File: src/rtl/fetch_pkg.sv
// -----------------------------------------------------------------------------
// fetch_pkg
// Shared constants and helpers for the decoupled instruction-fetch stage.
//   XLEN    : default PC / instruction width
//   PC_STEP : byte distance between sequential fetches
//   NOP     : canonical RISC-V no-op (addi x0, x0, 0)
//   clog2() : pointer / counter width helper usable in constant expressions
// -----------------------------------------------------------------------------
package fetch_pkg;

    localparam int          XLEN    = 32;
    localparam int          PC_STEP = 4;
    localparam logic [31:0] NOP     = 32'h0000_0013;

    // Smallest w such that 2**w >= value.
    function automatic int clog2(input int value);
        int result;
        result = 0;
        for (int i = 0; i < 31; i++) begin
            if ((1 << result) < value) begin
                result = result + 1;
            end
        end
        return result;
    endfunction

endpackage

File: src/rtl/fetch_queue.sv
// -----------------------------------------------------------------------------
// fetch_queue
// In-order reservation FIFO for the fetch stage. An entry is allocated (with
// its PC) when a request is issued, filled (with the instruction) when the
// matching response returns, and popped once filled. Responses return in
// request order, so a single fill pointer always addresses the oldest
// unfilled entry.
//
// Ports
//   clk, rst       : clock, synchronous active-high reset
//   i_flush        : drop every entry (redirect)
//   i_alloc        : allocate tail entry with PC i_alloc_pc
//   i_fill         : write i_fill_data into the oldest unfilled entry
//   i_pop          : release the head entry (must be filled)
//   o_count        : allocated entries (filled + awaiting response)
//   o_head_filled  : head entry holds an instruction
//   o_head_pc      : PC of head entry
//   o_head_data    : instruction of head entry
// -----------------------------------------------------------------------------
module fetch_queue #(
    parameter int XLEN  = fetch_pkg::XLEN,
    parameter int DEPTH = 4,
    parameter int CNT_W = 3
) (
    input  logic             clk,
    input  logic             rst,
    input  logic             i_flush,
    input  logic             i_alloc,
    input  logic [XLEN-1:0]  i_alloc_pc,
    input  logic             i_fill,
    input  logic [XLEN-1:0]  i_fill_data,
    input  logic             i_pop,
    output logic [CNT_W-1:0] o_count,
    output logic             o_head_filled,
    output logic [XLEN-1:0]  o_head_pc,
    output logic [XLEN-1:0]  o_head_data
);

    import fetch_pkg::clog2;

    // DEPTH is a power of two, so pointers wrap naturally.
    localparam int PTR_W = clog2(DEPTH);

    logic [PTR_W-1:0] r_head_ptr;
    logic [PTR_W-1:0] r_alloc_ptr;
    logic [PTR_W-1:0] r_fill_ptr;
    logic [CNT_W-1:0] r_count;
    logic [DEPTH-1:0] r_filled;
    logic [XLEN-1:0]  r_pc   [DEPTH];
    logic [XLEN-1:0]  r_data [DEPTH];

    // NOTE: non-blocking assignments so every register samples pre-edge values.
    always_ff @(posedge clk) begin
        if (rst || i_flush) begin
            r_head_ptr  <= '0;
            r_alloc_ptr <= '0;
            r_fill_ptr  <= '0;
            r_count     <= '0;
            r_filled    <= '0;
        end else begin
            if (i_alloc) begin
                r_alloc_ptr <= r_alloc_ptr + PTR_W'(1);
            end
            if (i_fill) begin
                r_filled[r_fill_ptr] <= 1'b1;
                r_fill_ptr           <= r_fill_ptr + PTR_W'(1);
            end
            // A popped entry is always filled, so it never collides with the fill.
            if (i_pop) begin
                r_filled[r_head_ptr] <= 1'b0;
                r_head_ptr           <= r_head_ptr + PTR_W'(1);
            end
            r_count <= r_count + CNT_W'(i_alloc) - CNT_W'(i_pop);
        end
    end

    // NOTE: payload storage is not reset; r_filled and the pointers decide validity.
    always_ff @(posedge clk) begin
        if (i_alloc) begin
            r_pc[r_alloc_ptr] <= i_alloc_pc;
        end
        if (i_fill) begin
            r_data[r_fill_ptr] <= i_fill_data;
        end
    end

    assign o_count       = r_count;
    assign o_head_filled = r_filled[r_head_ptr];
    assign o_head_pc     = r_pc[r_head_ptr];
    assign o_head_data   = r_data[r_head_ptr];

endmodule

File: src/rtl/fetch_unit.sv
// -----------------------------------------------------------------------------
// fetch_unit
// Decoupled instruction fetch. Generates sequential word-aligned fetch
// addresses, keeps up to MAX_OUTSTANDING requests in flight to instruction
// memory, parks responses in an in-order reservation queue and hands
// {instruction, pc} to decode over valid/ready. A redirect flushes the queue
// and discards responses still in flight for the abandoned path.
//
// Ports
//   clk, rst         : clock, synchronous active-high reset
//   redirect_valid   : flush and restart fetch at redirect_pc
//   redirect_pc      : new fetch address (bits [1:0] ignored)
//   imem_req_valid   : fetch request
//   imem_req_ready   : memory accepts request
//   imem_addr        : request address
//   imem_rsp_valid   : response beat (in request order)
//   imem_rsp_data    : instruction word
//   out_valid        : head instruction available to decode
//   out_ready        : decode accepts
//   out_instruction  : head instruction (0 when out_valid is low)
//   out_pc           : head PC (0 when out_valid is low)
// -----------------------------------------------------------------------------
module fetch_unit #(
    parameter int              XLEN            = fetch_pkg::XLEN,
    parameter logic [XLEN-1:0] RESET_PC        = '0,
    parameter int              QUEUE_DEPTH     = 4,
    parameter int              MAX_OUTSTANDING = 2
) (
    input  logic            clk,
    input  logic            rst,
    input  logic            redirect_valid,
    input  logic [XLEN-1:0] redirect_pc,
    output logic            imem_req_valid,
    input  logic            imem_req_ready,
    output logic [XLEN-1:0] imem_addr,
    input  logic            imem_rsp_valid,
    input  logic [XLEN-1:0] imem_rsp_data,
    output logic            out_valid,
    input  logic            out_ready,
    output logic [XLEN-1:0] out_instruction,
    output logic [XLEN-1:0] out_pc
);

    import fetch_pkg::PC_STEP;
    import fetch_pkg::clog2;

    localparam int              CNT_W      = clog2(QUEUE_DEPTH + 1);
    localparam logic [CNT_W-1:0] DEPTH_C    = CNT_W'(QUEUE_DEPTH);
    localparam logic [CNT_W-1:0] MAX_C      = CNT_W'(MAX_OUTSTANDING);
    localparam logic [XLEN-1:0]  STEP_C     = XLEN'(PC_STEP);
    localparam logic [XLEN-1:0]  ALIGN_MASK = {{(XLEN-2){1'b1}}, 2'b00};

    logic [XLEN-1:0]  r_fetch_pc;
    logic [CNT_W-1:0] r_outstanding;
    logic [CNT_W-1:0] r_drop_cnt;

    logic [CNT_W-1:0] w_count;
    logic             w_head_filled;
    logic [XLEN-1:0]  w_head_pc;
    logic [XLEN-1:0]  w_head_data;
    logic             w_issue;
    logic             w_req_fire;
    logic             w_rsp_fill;
    logic             w_rsp_drop;
    logic             w_out_valid;
    logic             w_pop;
    logic [CNT_W-1:0] w_in_flight;
    logic [CNT_W-1:0] w_redirect_drop;

    // w_count covers filled entries plus entries awaiting data, i.e. the
    // occupancy + outstanding budget the queue must never exceed.
    assign w_issue = !rst && !redirect_valid
                   && (w_count < DEPTH_C)
                   && (r_outstanding < MAX_C)
                   && (r_drop_cnt == '0);
    assign w_req_fire = w_issue && imem_req_ready;

    // Responses belonging to a flushed path come back first (in-order memory),
    // so they are consumed by the drop counter before any real fill.
    assign w_rsp_drop = imem_rsp_valid && (r_drop_cnt != '0);
    assign w_rsp_fill = imem_rsp_valid && !rst && !redirect_valid
                      && (r_drop_cnt == '0) && (r_outstanding != '0);

    assign w_out_valid = !rst && !redirect_valid && w_head_filled;
    assign w_pop       = w_out_valid && out_ready;

    // Every unanswered request is killed by a redirect; one answered in the
    // redirect cycle itself no longer needs to be dropped.
    assign w_in_flight     = r_outstanding + r_drop_cnt;
    assign w_redirect_drop = (imem_rsp_valid && (w_in_flight != '0))
                           ? w_in_flight - CNT_W'(1) : w_in_flight;

    always_ff @(posedge clk) begin
        if (rst) begin
            r_fetch_pc    <= RESET_PC;
            r_outstanding <= '0;
            r_drop_cnt    <= '0;
        end else if (redirect_valid) begin
            r_fetch_pc    <= redirect_pc & ALIGN_MASK;
            r_outstanding <= '0;
            r_drop_cnt    <= w_redirect_drop;
        end else begin
            if (w_req_fire) begin
                r_fetch_pc <= r_fetch_pc + STEP_C;
            end
            r_outstanding <= r_outstanding + CNT_W'(w_req_fire) - CNT_W'(w_rsp_fill);
            if (w_rsp_drop) begin
                r_drop_cnt <= r_drop_cnt - CNT_W'(1);
            end
        end
    end

    fetch_queue #(
        .XLEN  (XLEN),
        .DEPTH (QUEUE_DEPTH),
        .CNT_W (CNT_W)
    ) u_queue (
        .clk           (clk),
        .rst           (rst),
        .i_flush       (redirect_valid),
        .i_alloc       (w_req_fire),
        .i_alloc_pc    (r_fetch_pc),
        .i_fill        (w_rsp_fill),
        .i_fill_data   (imem_rsp_data),
        .i_pop         (w_pop),
        .o_count       (w_count),
        .o_head_filled (w_head_filled),
        .o_head_pc     (w_head_pc),
        .o_head_data   (w_head_data)
    );

    assign imem_req_valid  = w_issue;
    assign imem_addr       = r_fetch_pc;
    assign out_valid       = w_out_valid;
    assign out_instruction = w_out_valid ? w_head_data : '0;
    assign out_pc          = w_out_valid ? w_head_pc   : '0;

    // A response with nothing in flight is a memory protocol error; the
    // datapath ignores it.
    a_no_orphan_rsp: assert property (@(posedge clk) disable iff (rst)
        imem_rsp_valid |-> (w_in_flight != '0));

endmodule

File: config.mk
export PLATFORM = sky130hd
export DESIGN_NAME = fetch_unit
export DESIGN_NICKNAME = d
export VERILOG_FILES = /design/src/rtl/fetch_pkg.sv /design/src/rtl/fetch_queue.sv /design/src/rtl/fetch_unit.sv
export SDC_FILE = /design/constraint.sdc
export NUM_CORES = 1
export LEC_CHECK = 0
export CAP_MARGIN = 25
export CORE_MARGIN = 2
export CORE_UTILIZATION = 42
export CTS_BUF_LIST = sky130_fd_sc_hd__clkbuf_16
export DETAILED_ROUTE_END_ITERATION = 6
export GPL_TIMING_DRIVEN = 0
export SLEW_MARGIN = 20
export SYNTH_ARGS = -nofsm -noshare
export SYNTH_HDL_FRONTEND = slang
export SYNTH_SLANG_ARGS = --single-unit
File: constraint.sdc
create_clock -name clk -period 7.05 [get_ports clk]
set_clock_uncertainty 0.2 [all_clocks]
set_input_delay 1.41 -clock clk [delete_from_list [all_inputs] [get_ports clk]]
set_output_delay 1.41 -clock clk [all_outputs]
set_load 0.03 [all_outputs]
* Yosys cells after proc, flatten, opt, wreduce, memory -nomap -nowiden *
Memory sizes are Yosys's and may differ from the RTL's. A register that Yosys moved wholly into a read port is not among the register bits.
Cells that the tools add are included.

operators by class
  $add $sub $neg = 11
  order comparisons = 6
  multiplexer cells = 24
  bitwise logic cells = 3
  reduce and logical (&&, ||, !) cells = 25

operator list
  kind                                                                                  number
  32-bit two-way mux                                                                    4
  32-bit by 3-bit adder with 32-bit output (second input constant)                      1
  1-bit logical AND                                                                     15
  4-bit two-way mux                                                                     3
  3-bit two-way mux                                                                     3
  3-bit nonzero test                                                                    3
  2-bit two-way mux                                                                     4
  1-bit two-way mux                                                                     7
  2-bit by 1-bit adder with 2-bit output (second input constant)                        3
  3-bit by 1-bit adder with 3-bit output                                                2
  2-bit by 3-bit less-than comparator with 1-bit output (second input constant)         2
  3-bit by 1-bit subtractor with 3-bit output                                           2
  3-bit by 1-bit subtractor with 3-bit output (second input constant)                   2
  4-bit bitwise AND                                                                     1
  1-bit demux with 2-bit select                                                         2
  2-bit by 1-bit greater-or-equal comparator with 1-bit output (second input constant)  2
  4-bit inverter                                                                        1
  4-bit bitwise OR                                                                      1
  2-bit nonzero test                                                                    2
  3-bit adder                                                                           1
  3-bit zero test                                                                       1
  3-bit by 2-bit less-than comparator with 1-bit output (second input constant)         1
  3-bit less-than comparator (second input constant)                                    1
  1-bit binary-select mux with 2-bit select                                             1
  3 further kinds                                                                       4

storage, ports and cells
  flip-flop bits (word level) = 51
  memory bits (writable) = 256
  bits of input ports = 70
  output and inout bits = 98
  word-level logic and storage cells = 80
  memories kept = 2

memories
  name            words  width  rd ports  clocked after Yosys merged registers in  wr ports  line               source
  u_queue.r_data  4      32     1         1                                        1         fetch_queue.sv:50  logic [XLEN-1:0] r_data [DEPTH];
  u_queue.r_pc    4      32     1         1                                        1         fetch_queue.sv:49  logic [XLEN-1:0] r_pc [DEPTH];

* Depth between registers and ports, before layout *
  word-level depth = 9
  gate-level depth with buffers = 15
  gate-level depth less buffers = 13

* Hierarchy *
Synthesis repeated with hierarchy kept, for this count alone.

unflattened totals
  cells, all modules = 781
  area total of the unflattened synthesis = 12,858.6 µm²

by module, submodules not included
  module       times used  cells an instance  area each (µm²)  sequential area each (µm²)
  fetch_queue  1           415                10,112.2         7,987.7
  fetch_unit   1           366                2,746.4          720.7

* Worst setup path before layout *
Ideal clock, no wire load.

  path type = input to output
  start = in rst
  end = out out_pc[17]
  data arrival time = 2.556 ns
  required time = 5.440 ns
  setup slack = 2.884 ns
  cell stages on the path = 5
  path buffers = 3
  cell sequence = nor2_1 -> clkbuf_1 -> clkbuf_1 -> clkbuf_1 -> and3_1

between the ends
  longest elaborated chain between the ends = 4

RTL lines
  element                         line               source
  from (decl)                     fetch_unit.sv:30   input logic rst,
  1-bit zero test                 fetch_unit.sv:84   assign w_out_valid = !rst && !redirect_valid && w_head_filled;
  1-bit logical AND (2 in a row)  fetch_unit.sv:84
  32-bit two-way mux              fetch_unit.sv:136  assign out_pc = w_out_valid ? w_head_pc : '0;
  to (decl)                       fetch_unit.sv:41   output logic [XLEN-1:0] out_pc

Every way passes these cells.

* Final worst setup path *
  start = in redirect_valid
  end = out out_pc[21]

between the ends
  longest elaborated chain between the ends = 4

RTL lines
  element                         line               source
  from (decl)                     fetch_unit.sv:31   input logic redirect_valid,
  1-bit zero test                 fetch_unit.sv:84
  1-bit logical AND (2 in a row)  fetch_unit.sv:84
  32-bit two-way mux              fetch_unit.sv:136

Every way passes these cells.

==> key figures <==
Run status
  – Status: completed

STA
  – Final Cycle Share: 0.926
  – Final hold violation count: 0
  – Fin. max-slew vios: 0
  – RSZ-0062 raised after global routing: false
  – Setup violators final: 0
  – Setup TNS: 0 ns
  – Fin crit period: 6.53 ns
  – Worst Tran Pin Value: 0.800 ns
  – Fmax: 153 MHz
  – Worst rel slew slack: 0.467

Pwr
  – PD cells: 239 nW/um^2
  – Max rail drop VDD: 173 uV
  – Leak Pwr: 5.36 nW
  – Pwr Total: 0.00374 W

Critical path
  – WP data required: 5.44 ns
  – Worst Path Max Fanout: 10
  – Worst-case reg-to-reg path depth: 15
  – Worst EP arrival: 4.92 ns
  – Reg-to-reg setup timing slack: 3.51 ns
  – CP startpoint kind: primary input
  – Setup Crit Path Kind: primary input to output pin
  – CP Capture Type: output pin

Clocking
  – CTS hold repair buffers: 0
  – Htree depth: 1
  – Post-CTS resize count: 0
  – Clock Latency Late Sink: 0.56 ns
  – Clock slew seen by the registers of the worst setup and hold paths: 0.06 ns
  – Clk buf depth: 3
  – CTS tree: built
  – CTS Buf Count: 31
  – Setup bufs post-CTS: 0
  – Root Driver: clkbuf_16
  – CTS sink count: 299

Synthesis
  – XOR/XNOR Fraction of Synth Area: 0.00917
  – Synth async-reset ratio: 0
  – Post-synthesis sequential area ratio: 0.682
  – EDFF count, synth: 248
  – Most numerous cell in the Yosys netlist: edfxtp_1
  – Simple-Gate Fraction of Synth Area: 0.0907
  – Mapped cell area: 12400 sq um
  – Main combinational cell family by area after synthesis: multiplexers
  – Mux cell area share after synthesis: 0.122
  – Synth Flop Type: edfxtp_1
  – Yosys warning count: 0
  – Synth unique cells: 58
  – Biggest area consumer among synthesized cells: edfxtp_1
  – Area share of fa/ha/maj cells after synthesis: 0.0280
  – Synth Instances: 771
  – Syn_area_per_cell: 16.1 sq um
  – Synth top cells by count: edfxtp_1 (248), and3_1 (70), mux4_2 (63)
  – Number of synthesized register bits: 299
  – Top cells by area, synth: edfxtp_1 (60%), mux4_2 (11%), dfxtp_1 (8.2%), and3_1 (3.5%), ha_1 (2.3%)
  – Synth top area share: 0.600
  – Post-synthesis compound-gate area fraction: 0.0417

Global routing
  – Initial antenna violation count: 0
  – Pin count of the biggest net entering global routing: 26
  – GRT Residual Overflow: 0
  – Vias in the first global route: 7435
  – First-pass GRT wire length: 44400 microns
  – Gr usage total: 0.189

Detailed routing
  – Metal-1 WL: 13100 microns
  – Via density: 5.40
  – DR top layer: met4
  – 1st-iter DRT viols: 699
  – Met2 Wirelength: 13700 microns
  – DRC: 0
  – Routed Antenna Nets: 0
  – Routed WL per cell: 21.2 microns
  – Vias: 7474
  – Routed wire length: 29400 microns
  – Drt pass-1 iters: 5
  – DR WL met3: 1790 microns

Die
  – Initial Util: 0.429
  – CORE AREA: 28900 sq um
  – Die Ht: 176 microns
  – Die width: 176 microns
  – I/O Pins: 168
  – Placement Rows: 62
  – Die Area: 31000 sq um

Place
  – Final GP Congestion: 0.845
  – DP HPWL: 19800 microns
  – Port Buf Inserts: 161

Cells and area
  – Layout cell share with drive strength beyond 1: 0.151
  – Net count reported at finish: 1072
  – FILL cells: 2381
  – Final antenna diode count: 0
  – Area grow syn2layout: 26.1%

Min path
  – Cell depth of the worst min-delay path: 2
  – Min-delay worst type: flop to flop

Job
  – Max_cap viols: 0
## stage by stage
step           hold slack, ns  utilization  std cells  cell area (sq um)  worst slack [ns]
2_1_floorplan           0.269            -        774              12400              2.88
3_3_place_gp            0.290        0.502       1319              14500             0.455
3_5_place_dp            0.298        0.509       1327              14700             0.461
4_1_cts                 0.306        0.541       1385              15700             0.441
5_1_grt                 0.318        0.541       1385              15700             0.323
6_report                0.306        0.541       1385              15700             0.522
## layer usage
metal	global-route usage	vias to the layer above
met5	0	-
met2	0.301	258
met4	0.0568	0
li1	-	3446
met3	0.0347	53
met1	0.266	3717
## final cells by class
cell class,instances,area [sq um],area share
buffer,51,223,0.0142
clock buffer,31,776,0.0496
clock inverter,27,156,0.00999
inverter,26,100,0.00639
multi-input combinational,398,3650,0.233
sequential,299,8470,0.541
tap,384,480,0.0307
timing repair buffer,169,1800,0.115
## sequential cells by signal, indices dropped and copies added (netlist names), named ones only
name and count:
u_queue.r_data 128, u_queue.r_pc 120, imem_addr 30, u_queue.r_filled 4, r_drop_cnt 3, r_outstanding 3
u_queue.o_count 3, u_queue.r_alloc_ptr 2, u_queue.r_fill_ptr 2, u_queue.r_head_ptr 2
## placed cells by master, fill, tap and decap left out, types with 8 or more instances in the layout
| cell type | instances |
|---|---|
| nor2_1 | 35 |
| nand3_1 | 8 |
| clkbuf_16 | 31 |
| nand2_1 | 41 |
| and3_1 | 66 |
| a31oi_1 | 9 |
| nand4_1 | 14 |
| edfxtp_1 | 248 |
| a21oi_1 | 21 |
| mux4_2 | 63 |
| xnor2_1 | 10 |
| o21ai_0 | 16 |
| ha_1 | 23 |
| clkdlybuf4s50_1 | 161 |
| inv_1 | 33 |
| dfxtp_1 | 51 |
| buf_2 | 10 |
| clkbuf_1 | 34 |
## cells by family (layout without fill, tap and decap cells)
kind of cell,after synthesis,after routing
fa+ha+maj,26,26
xor+xnor,13,13
mux,72,72
other cells,1,4
simple gates,204,204
compound gates,79,79
buf+inv,77,304
flops,299,299
## worst paths after layout
check,startpoint,end
hold / removal,u_queue.r_filled[3],u_queue.r_filled[3]
setup reg to reg,r_drop_cnt[0],u_queue.o_count[2]
setup / recovery,redirect_valid,out_pc[21]
hold reg to reg,u_queue.r_filled[3],u_queue.r_filled[3]
## worst max-delay path, stage by stage
cell,delay (ns)
clkdlybuf4s50_1,0.57
nor2_1,0.23
clkbuf_1,0.63
clkbuf_1,0.50
clkbuf_1,0.54
and3_1,0.33
clkdlybuf4s50_1,0.69
## report_power, final
part	leakage (nW)	internal [W]	switching, W
logic	2.20	0.000118	0.000143
clock network	0.488	0.000834	0.000664
registers	2.67	0.00194	0.0000384
Note: power is estimated with default switching activity, not from simulation.
